## config.mk

```make
export PLATFORM = sky130hd
export DESIGN_NAME = br_resolve_queue
export DESIGN_NICKNAME = d
export VERILOG_FILES = /design/src/rtl/br_resolve_queue.sv
export SDC_FILE = /design/constraint.sdc
export NUM_CORES = 2
export LEC_CHECK = 0
export BUFFER_PORTS_ARGS = -buffer_cell sky130_fd_sc_hd__buf_2
export CELL_PAD_IN_SITES_DETAIL_PLACEMENT = 1
export CELL_PAD_IN_SITES_GLOBAL_PLACEMENT = 1
export CORE_UTILIZATION = 40
export CTS_BUF_LIST = sky130_fd_sc_hd__clkbuf_8
export DETAILED_ROUTE_END_ITERATION = 7
export PLACE_DENSITY_LB_ADDON = 0.1
export SLEW_MARGIN = 40
export SYNTH_ARGS = -nofsm -noshare
export SYNTH_HDL_FRONTEND = slang
export SYNTH_SLANG_ARGS = --single-unit
```

## constraint.sdc

```tcl
create_clock -name clock -period 19.8 [get_ports clock]
set_input_delay 3.96 -clock clock [delete_from_list [all_inputs] [get_ports clock]]
set_output_delay 3.96 -clock clock [all_outputs]
set_load 0.05 [all_outputs]
```

## src/rtl/br_resolve_queue.sv

```systemverilog
// Branch resolve queue: tracks in-flight branches and reports resolved ones to the predictor in program order.
// Latency: a branch resolved at cycle M is presented at cycle M+1 if it is at the head; out_* are combinational from the head.
// Backpressure: the head holds while out_ready=0; alloc_ready drops when the queue is full or a rollback is in progress.
module br_resolve_queue #(
  parameter int NUM_BRQ = 8,
  parameter int ROB_W   = 5,
  parameter int FL_W    = 5,
  parameter int LSQ_W   = 3,
  localparam int TAG_W  = $clog2(NUM_BRQ),
  localparam int CNT_W  = TAG_W + 1
) (
  input  logic             clock,
  input  logic             reset,
  input  logic             alloc_valid,
  output logic             alloc_ready,
  input  logic [ROB_W-1:0] alloc_rob_idx,
  input  logic [FL_W-1:0]  alloc_fl_idx,
  input  logic [LSQ_W-1:0] alloc_sq_idx,
  input  logic [LSQ_W-1:0] alloc_lq_idx,
  input  logic [63:0]      alloc_npc,
  input  logic [63:0]      alloc_pred_target,
  output logic [TAG_W-1:0] alloc_tag,
  input  logic             ex_valid,
  input  logic [TAG_W-1:0] ex_tag,
  input  logic             ex_take,
  input  logic [63:0]      ex_target_pc,
  output logic             out_valid,
  input  logic             out_ready,
  output logic             out_take_branch,
  output logic [63:0]      out_target_pc,
  output logic [63:0]      out_npc,
  output logic [63:0]      out_pred_target,
  output logic [ROB_W-1:0] out_rob_idx,
  output logic [FL_W-1:0]  out_fl_idx,
  output logic [LSQ_W-1:0] out_sq_idx,
  output logic [LSQ_W-1:0] out_lq_idx,
  input  logic             rollback_en,
  input  logic [ROB_W-1:0] rollback_rob_idx,
  input  logic [ROB_W-1:0] rob_tail_idx
);

  typedef enum logic [1:0] {FREE, WAIT, RESOLVED} ent_state_e;

  typedef struct packed {
    logic [ROB_W-1:0] rob_idx;
    logic [FL_W-1:0]  fl_idx;
    logic [LSQ_W-1:0] sq_idx;
    logic [LSQ_W-1:0] lq_idx;
    logic [63:0]      npc;
    logic [63:0]      pred_target;
    logic             take;
    logic [63:0]      target_pc;
  } ent_t;

  ent_state_e       state_q [NUM_BRQ];
  ent_t             ent_q   [NUM_BRQ];
  logic [TAG_W-1:0] head_q;
  logic [TAG_W-1:0] tail_q;
  logic [CNT_W-1:0] count_q;

  logic [NUM_BRQ-1:0] squash;
  logic [CNT_W-1:0]   n_squash;
  logic [ROB_W-1:0]   rb_age;
  logic               alloc_fire;
  logic               pop_fire;

  // Mark every live entry younger than the rollback point; ages are distances back from the ROB tail.
  always_comb begin
    squash   = '0;
    n_squash = '0;
    rb_age   = rob_tail_idx - rollback_rob_idx;
    for (int i = 0; i < NUM_BRQ; i++) begin
      if (rollback_en && (state_q[i] != FREE) &&
          (ROB_W'(rob_tail_idx - ent_q[i].rob_idx) < rb_age)) begin
        squash[i] = 1'b1;
        n_squash  = n_squash + CNT_W'(1);
      end
    end
  end

  // Handshakes and head presentation; data is zeroed whenever nothing valid is at the head.
  always_comb begin
    alloc_ready     = reset && (count_q != CNT_W'(NUM_BRQ)) && !rollback_en;
    alloc_fire      = alloc_valid && alloc_ready;
    alloc_tag       = tail_q;
    out_valid       = reset && (state_q[head_q] == RESOLVED);
    pop_fire        = out_valid && out_ready && !squash[head_q];
    out_take_branch = 1'b0;
    out_target_pc   = '0;
    out_npc         = '0;
    out_pred_target = '0;
    out_rob_idx     = '0;
    out_fl_idx      = '0;
    out_sq_idx      = '0;
    out_lq_idx      = '0;
    if (out_valid) begin
      out_take_branch = ent_q[head_q].take;
      out_target_pc   = ent_q[head_q].target_pc;
      out_npc         = ent_q[head_q].npc;
      out_pred_target = ent_q[head_q].pred_target;
      out_rob_idx     = ent_q[head_q].rob_idx;
      out_fl_idx      = ent_q[head_q].fl_idx;
      out_sq_idx      = ent_q[head_q].sq_idx;
      out_lq_idx      = ent_q[head_q].lq_idx;
    end
  end

  // Pointer/count update; squashed entries are a tail suffix, so the tail simply backs up by their number.
  always_ff @(posedge clock) begin
    if (!reset) begin
      head_q  <= '0;
      tail_q  <= '0;
      count_q <= '0;
    end else begin
      head_q  <= head_q + TAG_W'(pop_fire);
      tail_q  <= tail_q + TAG_W'(alloc_fire) - n_squash[TAG_W-1:0];
      count_q <= count_q + CNT_W'(alloc_fire) - CNT_W'(pop_fire) - n_squash;
    end
  end

  // Per-entry state: squash beats pop, allocation and resolution; resolution only lands on waiting entries.
  always_ff @(posedge clock) begin
    for (int i = 0; i < NUM_BRQ; i++) begin
      if (!reset) begin
        state_q[i] <= FREE;
      end else if (squash[i]) begin
        state_q[i] <= FREE;
      end else if (pop_fire && (head_q == TAG_W'(i))) begin
        state_q[i] <= FREE;
      end else if (alloc_fire && (tail_q == TAG_W'(i))) begin
        state_q[i]           <= WAIT;
        ent_q[i].rob_idx     <= alloc_rob_idx;
        ent_q[i].fl_idx      <= alloc_fl_idx;
        ent_q[i].sq_idx      <= alloc_sq_idx;
        ent_q[i].lq_idx      <= alloc_lq_idx;
        ent_q[i].npc         <= alloc_npc;
        ent_q[i].pred_target <= alloc_pred_target;
        ent_q[i].take        <= 1'b0;
        ent_q[i].target_pc   <= '0;
      end else if (ex_valid && (ex_tag == TAG_W'(i)) && (state_q[i] == WAIT)) begin
        state_q[i]         <= RESOLVED;
        ent_q[i].take      <= ex_take;
        ent_q[i].target_pc <= ex_target_pc;
      end
    end
  end

endmodule

```

Word level (Yosys, flattened, before mapping)
Memories as Yosys holds them, arrays and structs flattened. A register that Yosys moved wholly into a read port is not among the register bits.
Cells that the tools add are included.
{"block": "word_totals", "regBits": 10, "ramBits": 1688, "inputBits": 228, "output_inout_bits": 214, "elab_cells": 403, "n_memories": 2}
{"block": "op_classes", "add_sub_neg": 22, "magnitude_cmp": 9, "eq_ne": 31, "mux": 221, "bitwise": 48, "n_reduce_logical": 67}
{"memory": "ent_q", "words": 8, "width": 209, "rd": 9, "rd_ports_with_merged_regs": 1, "wr": 8, "line": "56", "text": "ent_t ent_q [NUM_BRQ];"}
{"memory": "state_q", "words": 8, "width": 2, "rd": 9, "rd_ports_with_merged_regs": 1, "wr": 8, "line": "55", "text": "ent_state_e state_q [NUM_BRQ];"}
{"operator": "64-bit 2-to-1 mux", "count": 11}
{"operator": "1-bit 2-to-1 mux", "count": 164}
{"operator": "2-bit 2-to-1 mux", "count": 32}
{"operator": "1-bit logical AND", "count": 54}
{"operator": "1-bit bitwise OR", "count": 48}
{"operator": "5-bit subtractor", "count": 9}
{"operator": "5-bit less-than comparator", "count": 8}
{"operator": "3-bit equality test (second input constant)", "count": 12}
{"operator": "4-bit by 1-bit adder with 4-bit output (second input constant)", "count": 7}
{"operator": "4-bit 2-to-1 mux", "count": 7}
{"operator": "3-bit by 2-bit equality test with 1-bit output (second input constant)", "count": 6}
{"operator": "2-bit by 1-bit equality test with 1-bit output (second input constant)", "count": 8}
{"operator": "2-bit nonzero test", "count": 8}
{"operator": "3-bit 2-to-1 mux", "count": 4}
{"operator": "5-bit 2-to-1 mux", "count": 2}
{"operator": "3-bit by 1-bit equality test with 1-bit output (second input constant)", "count": 3}
{"operator": "3-bit logical NOT", "count": 3}
{"operator": "3-bit by 1-bit adder with 3-bit output", "count": 2}
{"operator": "4-bit by 1-bit adder with 4-bit output", "count": 1}
{"operator": "3-bit by 4-bit less-than comparator with 1-bit output (second input constant)", "count": 1}
{"operator": "4-bit != test (second input constant)", "count": 1}
{"operator": "4-bit by 1-bit subtractor with 4-bit output", "count": 1}
{"operator": "4-bit subtractor", "count": 1}
{"operator": "1-bit binary-select mux with 3-bit select", "count": 1}
{"operator": "3 further kinds", "count": 4}

Logic depth before layout (Yosys ltp)
An unclocked memory read counts as a cell.
{"block": "logic_depth", "word_depth": 20, "ltp_mapped": 39, "mapped_depth_nobuf": 39}

Least setup slack after synthesis
Ideal clock, no wire load.
{"block": "synth_timing", "path_kind": "input to register", "from": "in rob_tail_idx[0]", "to": "mem ent_q[7][0] (netlist bit) (enable)", "t_arrival_ps": 17838, "required_ps": 19405, "setup_slack_ps": 1568, "stages": 12, "cell_sequence": "inv_1 -> ha_1 -> inv_1 -> fa_1 -> xnor2_1 -> ha_1 -> a21oi_1 -> maj3_1 -> a21oi_1 -> o221ai_1 -> nor3_1 -> or2_2"}
{"item": "start, declared", "line": "39", "text": "input logic [ROB_W-1:0] rob_tail_idx"}
{"item": "end, declared", "line": "56"}

Final worst setup path
{"block": "layout_timing", "from": "in rob_tail_idx[0]", "to": "reg count_q[3]"}
{"block": "layout_via", "elab_chain_cells": 19}
{"item": "5-bit subtractor (on tied branches)", "line": "74, 71"}
{"item": "5-bit less-than comparator", "line": "74", "text": "(ROB_W'(rob_tail_idx - ent_q[i].rob_idx) < rb_age)) begin"}
{"item": "1-bit logical AND", "line": "73", "text": "if (rollback_en && (state_q[i] != FREE) &&"}
{"item": "1-bit 2-to-1 mux", "line": "73"}
{"item": "4-bit by 1-bit adder with 4-bit output", "line": "76", "text": "n_squash = n_squash + CNT_W'(1);"}
{"item": "4-bit 2-to-1 mux", "line": "73"}
{"item": "4-bit by 1-bit adder with 4-bit output", "line": "76"}
{"item": "4-bit 2-to-1 mux", "line": "73"}
{"item": "(+3 left out)"}
{"item": "4-bit 2-to-1 mux", "line": "73"}
{"item": "4-bit by 1-bit adder with 4-bit output", "line": "76"}
{"item": "4-bit 2-to-1 mux", "line": "73"}
{"item": "4-bit by 1-bit adder with 4-bit output", "line": "76"}
{"item": "4-bit 2-to-1 mux", "line": "73"}
{"item": "4-bit by 1-bit adder with 4-bit output", "line": "76"}
{"item": "4-bit 2-to-1 mux", "line": "73"}
{"item": "4-bit subtractor (*)", "line": "117", "text": "count_q <= count_q + CNT_W'(alloc_fire) - CNT_W'(pop_fire) - n_squash;"}
{"item": "end signal, assigned", "line": "117"}
{"item": "end, declared", "line": "59", "text": "logic [CNT_W-1:0] count_q;"}
Mark *: on every way between the ends. The rest lies on a longest branch, timed or not. The select of a mux whose other input is x is not followed.
A chain may end at the register's enable or synchronous reset.

==> out/qor.yml <==
pwr:
  p_per_area_nw_per_um2: 93.7
  p_int_w: 0.00577
  p_clk_share_pct: 37.9
  power.leakage_nw: 27.1
  p_sw_w: 0.00190
  ir_drop_uv: 65.3
  p_seq_share_pct: 52.4
  p_sw_share_pct: 24.8
  power_frac_comb_pct: 9.6
worst_hold_path:
  hold_class: "reg -> reg"
  whs_endpoint: "state_q[2][1]"
  hold_start: "state_q[2][1]"
  whs_path_depth: 3
worst_setup_path:
  cp_num_buf_inv: 7
  crit_type: "in -> reg"
  cp_common_cell: "ha_1"
  reg2reg_from: "ent_q[0][204]"
  cp.arrival_ps: 12980
  regToRegEndpoint: "count_q[3]"
  max_stage_delay_ps: 480
  slowest_stage: "fa_1"
  crit_required_ps: 20660
  ff2ff_path_depth: 37
  cpLargestDelayFamily: "adder cells"
  endpoint_kind: "flip-flop"
  worstPathMaxFanout: 9
  regToRegSetupSlack_ps: 10880
  startpoint_type: "input port"
finish:
  area_growth_pct: 15.2
  final_cell_mix: "edfxtp_1 (1,688), and2_1 (529), buf_2 (441)"
  nFillCells: 16700
  drive_above_1_share_pct: 29.1
  nets: 4700
  final_util_pct: 46.4
  layout_commonest_cell: "edfxtp_1"
route:
  vias_per_cell: 5.29
  dr.pass1.iters: 8
  finalWirelength_um: 188000
  num_vias: 36800
  routedWlPerCell_um: 27.0
  drc: 34
  drtIter0Drc: 2236
  ant_nets: 0
floorplan:
  core_um2: 176000
  start_util_pct: 40.3
  dieWidth_um: 424
  dieArea_um2: 179000
  rows: 154
  io-pin-count: 442
  die_h_um: 424
clock_network:
  clockBufferDepth: 4
  path_clk_slew_ps: 60
  cts_sinks: 1698
  numCtsBuffers: 310
  cts_hold_buf: 0
  post_cts_buffers: 0
  cts_max_level: 5
  cts_resized: 0
  cts-root-buf: "clkbuf_8"
  clk_latency_ps: 1020
  cts_tree: "done"
logic_synthesis:
  ys_ff_latch: 1698
  synth_area_um2: 71100
  ys_types: 73
  synth-edff-count: 1688
  ys.flop_type: "edfxtp_1"
  synthCells: 3762
  async_flop_share_pct: 0
  postSynthAreaPerCell_um2: 18.9
  ys_warn_count: 0
  synth.yosys.seq_area_share_pct: 71.6
  syn_nets: 4071
sta:
  fin_tns_setup_ps: 0
  worstMarginPinSlew_ps: 843
  slew_viol_final: 0
  slew_headroom_pct: 43.8
  period_minus_slack_ps: 12120
  period_share_pct: 61.2
  hold_viol: 0
  setup_viol: 0
  rsz0062_at_grt: "no"
  maxClockFrequency_mhz: 82.5
  holdWs_ps: 762
  fin_skew_ps: 79.7
  setup_ws_ps: 7680
placed_design:
  port-buffer-count: 441
  pre_cts_ws_ps: 6760
  dp_hpwl_um: 104000
  place.gp.congestion: 0.754
global_route:
  grt_max_degree: 120
  grt_pass1_vias: 40300
  track_usage_pct: 21.0
  grt-ovfl-total: 0
  antenna_found_initial: 76
  grt_first_pass_wirelength_um: 274000
flow_run:
  drv_cap: 0
run_status:
  violations: "design-rule violations"
  status: "finished, violations left"
==> metal layers <==
| metal | global-route usage [%] | vias to the layer above | part of all wire (%) |
|---|---|---|---|
| li1 | - | 16100 | - |
| met1 | 26.6 | 19400 | 42 |
| met2 | 35.5 | 868 | 50 |
| met3 | 4.41 | 427 | 4.9 |
| met4 | 7.66 | 44 | 3.4 |
| met5 | 0 | - | 0.16 |
==> worst min-delay path, delay by kind of cell, from the launching register on <==
family        cells  cell delay, ps
flops             1             370
simple gates      3             220
==> kinds of logic after synthesis <==
family,Yosys count,synth area share [%]
and+or+nand+nor,899,6.95
muxes,634,16.3
DFF,1698,71.6
adders and majority gates,89,1.68
buffers and inverters,266,1.43
AOI/OAI and AO/OA,120,1.23
xor gates and xnor gates,56,0.831
==> power by group through the flow <==
stage / Combinational, W / Clock [W] / Sequential, W
6_report: 0.000739 / 0.00291 / 0.00402
5_1_grt: 0.000807 / 0.00315 / 0.00403
4_1_cts: 0.000752 / 0.00301 / 0.00402
3_5_place_dp: 0.000748 / 0 / 0.00410
3_3_place_gp: 0.000736 / 0 / 0.00410
2_1_floorplan: 0.000501 / 0 / 0.00411
==> synth_stat cells, types with 13 or more instances <==
| cell | count | share of area, % |
|---|---|---|
| a21o_1 | 22 | 0.23 |
| nor3_1 | 18 | 0.13 |
| nand2_1 | 23 | 0.12 |
| inv_1 | 60 | 0.32 |
| nor2_1 | 250 | 1.3 |
| a21oi_1 | 29 | 0.20 |
| xnor2_1 | 27 | 0.33 |
| ha_1 | 68 | 1.2 |
| buf_1 | 74 | 0.39 |
| xor2_1 | 20 | 0.25 |
| edfxtp_1 | 1688 | 71 |
| fa_1 | 13 | 0.37 |
| o21ai_0 | 18 | 0.13 |
| clkbuf_1 | 127 | 0.67 |
| mux2i_1 | 213 | 3.0 |
| mux4_2 | 420 | 13 |
| and2_1 | 529 | 4.7 |
| nand2b_1 | 15 | 0.13 |
| nor2b_1 | 18 | 0.16 |
==> state kept, by name, indices dropped and copies added (netlist names) <==
| register | cells |
|---|---|
| alloc_tag | 3 |
| head_q | 3 |
| state_q | 16 |
| ent_q | 1672 |
| count_q | 4 |
==> layout make-up <==
| cell class | instances | area (µm²) | area share (%) |
|---|---|---|---|
| flip-flops and latches | 1698 | 50900 | 62.2 |
| clock inverters | 199 | 842 | 1.03 |
| well taps | 2340 | 2930 | 3.58 |
| multi-input cells | 1798 | 19300 | 23.6 |
| repair buffers | 521 | 3210 | 3.92 |
| clock buffers | 317 | 4360 | 5.33 |
| diodes | 24 | 60.1 | 0.0733 |
| inverters | 62 | 238 | 0.290 |
==> stage by stage <==
step	cell area, µm²	power [W]	std cells
finish	81900	0.00767	6959
global route	81900	0.00798	6956
CTS	81700	0.00779	6931
detailed placement	76500	0.00485	6415
global placement	76200	0.00483	6407
floorplan	71100	0.00461	3762
==> how the worst max path moves through the flow <==
stage / end / depth (start not counted) / from / slack [ps]
global placement: count_q[3] / 40 / rob_tail_idx[0] / 6830
CTS: count_q[3] / 40 / rob_tail_idx[0] / 7790
global route: count_q[3] / 40 / rob_tail_idx[0] / 7260
finish: count_q[3] / 40 / rob_tail_idx[0] / 7680
floorplan: ent_q[7][0] / 12 / rob_tail_idx[0] / 1570
detailed placement: count_q[3] / 40 / rob_tail_idx[0] / 6760
(Power assumes the default switching activity.)
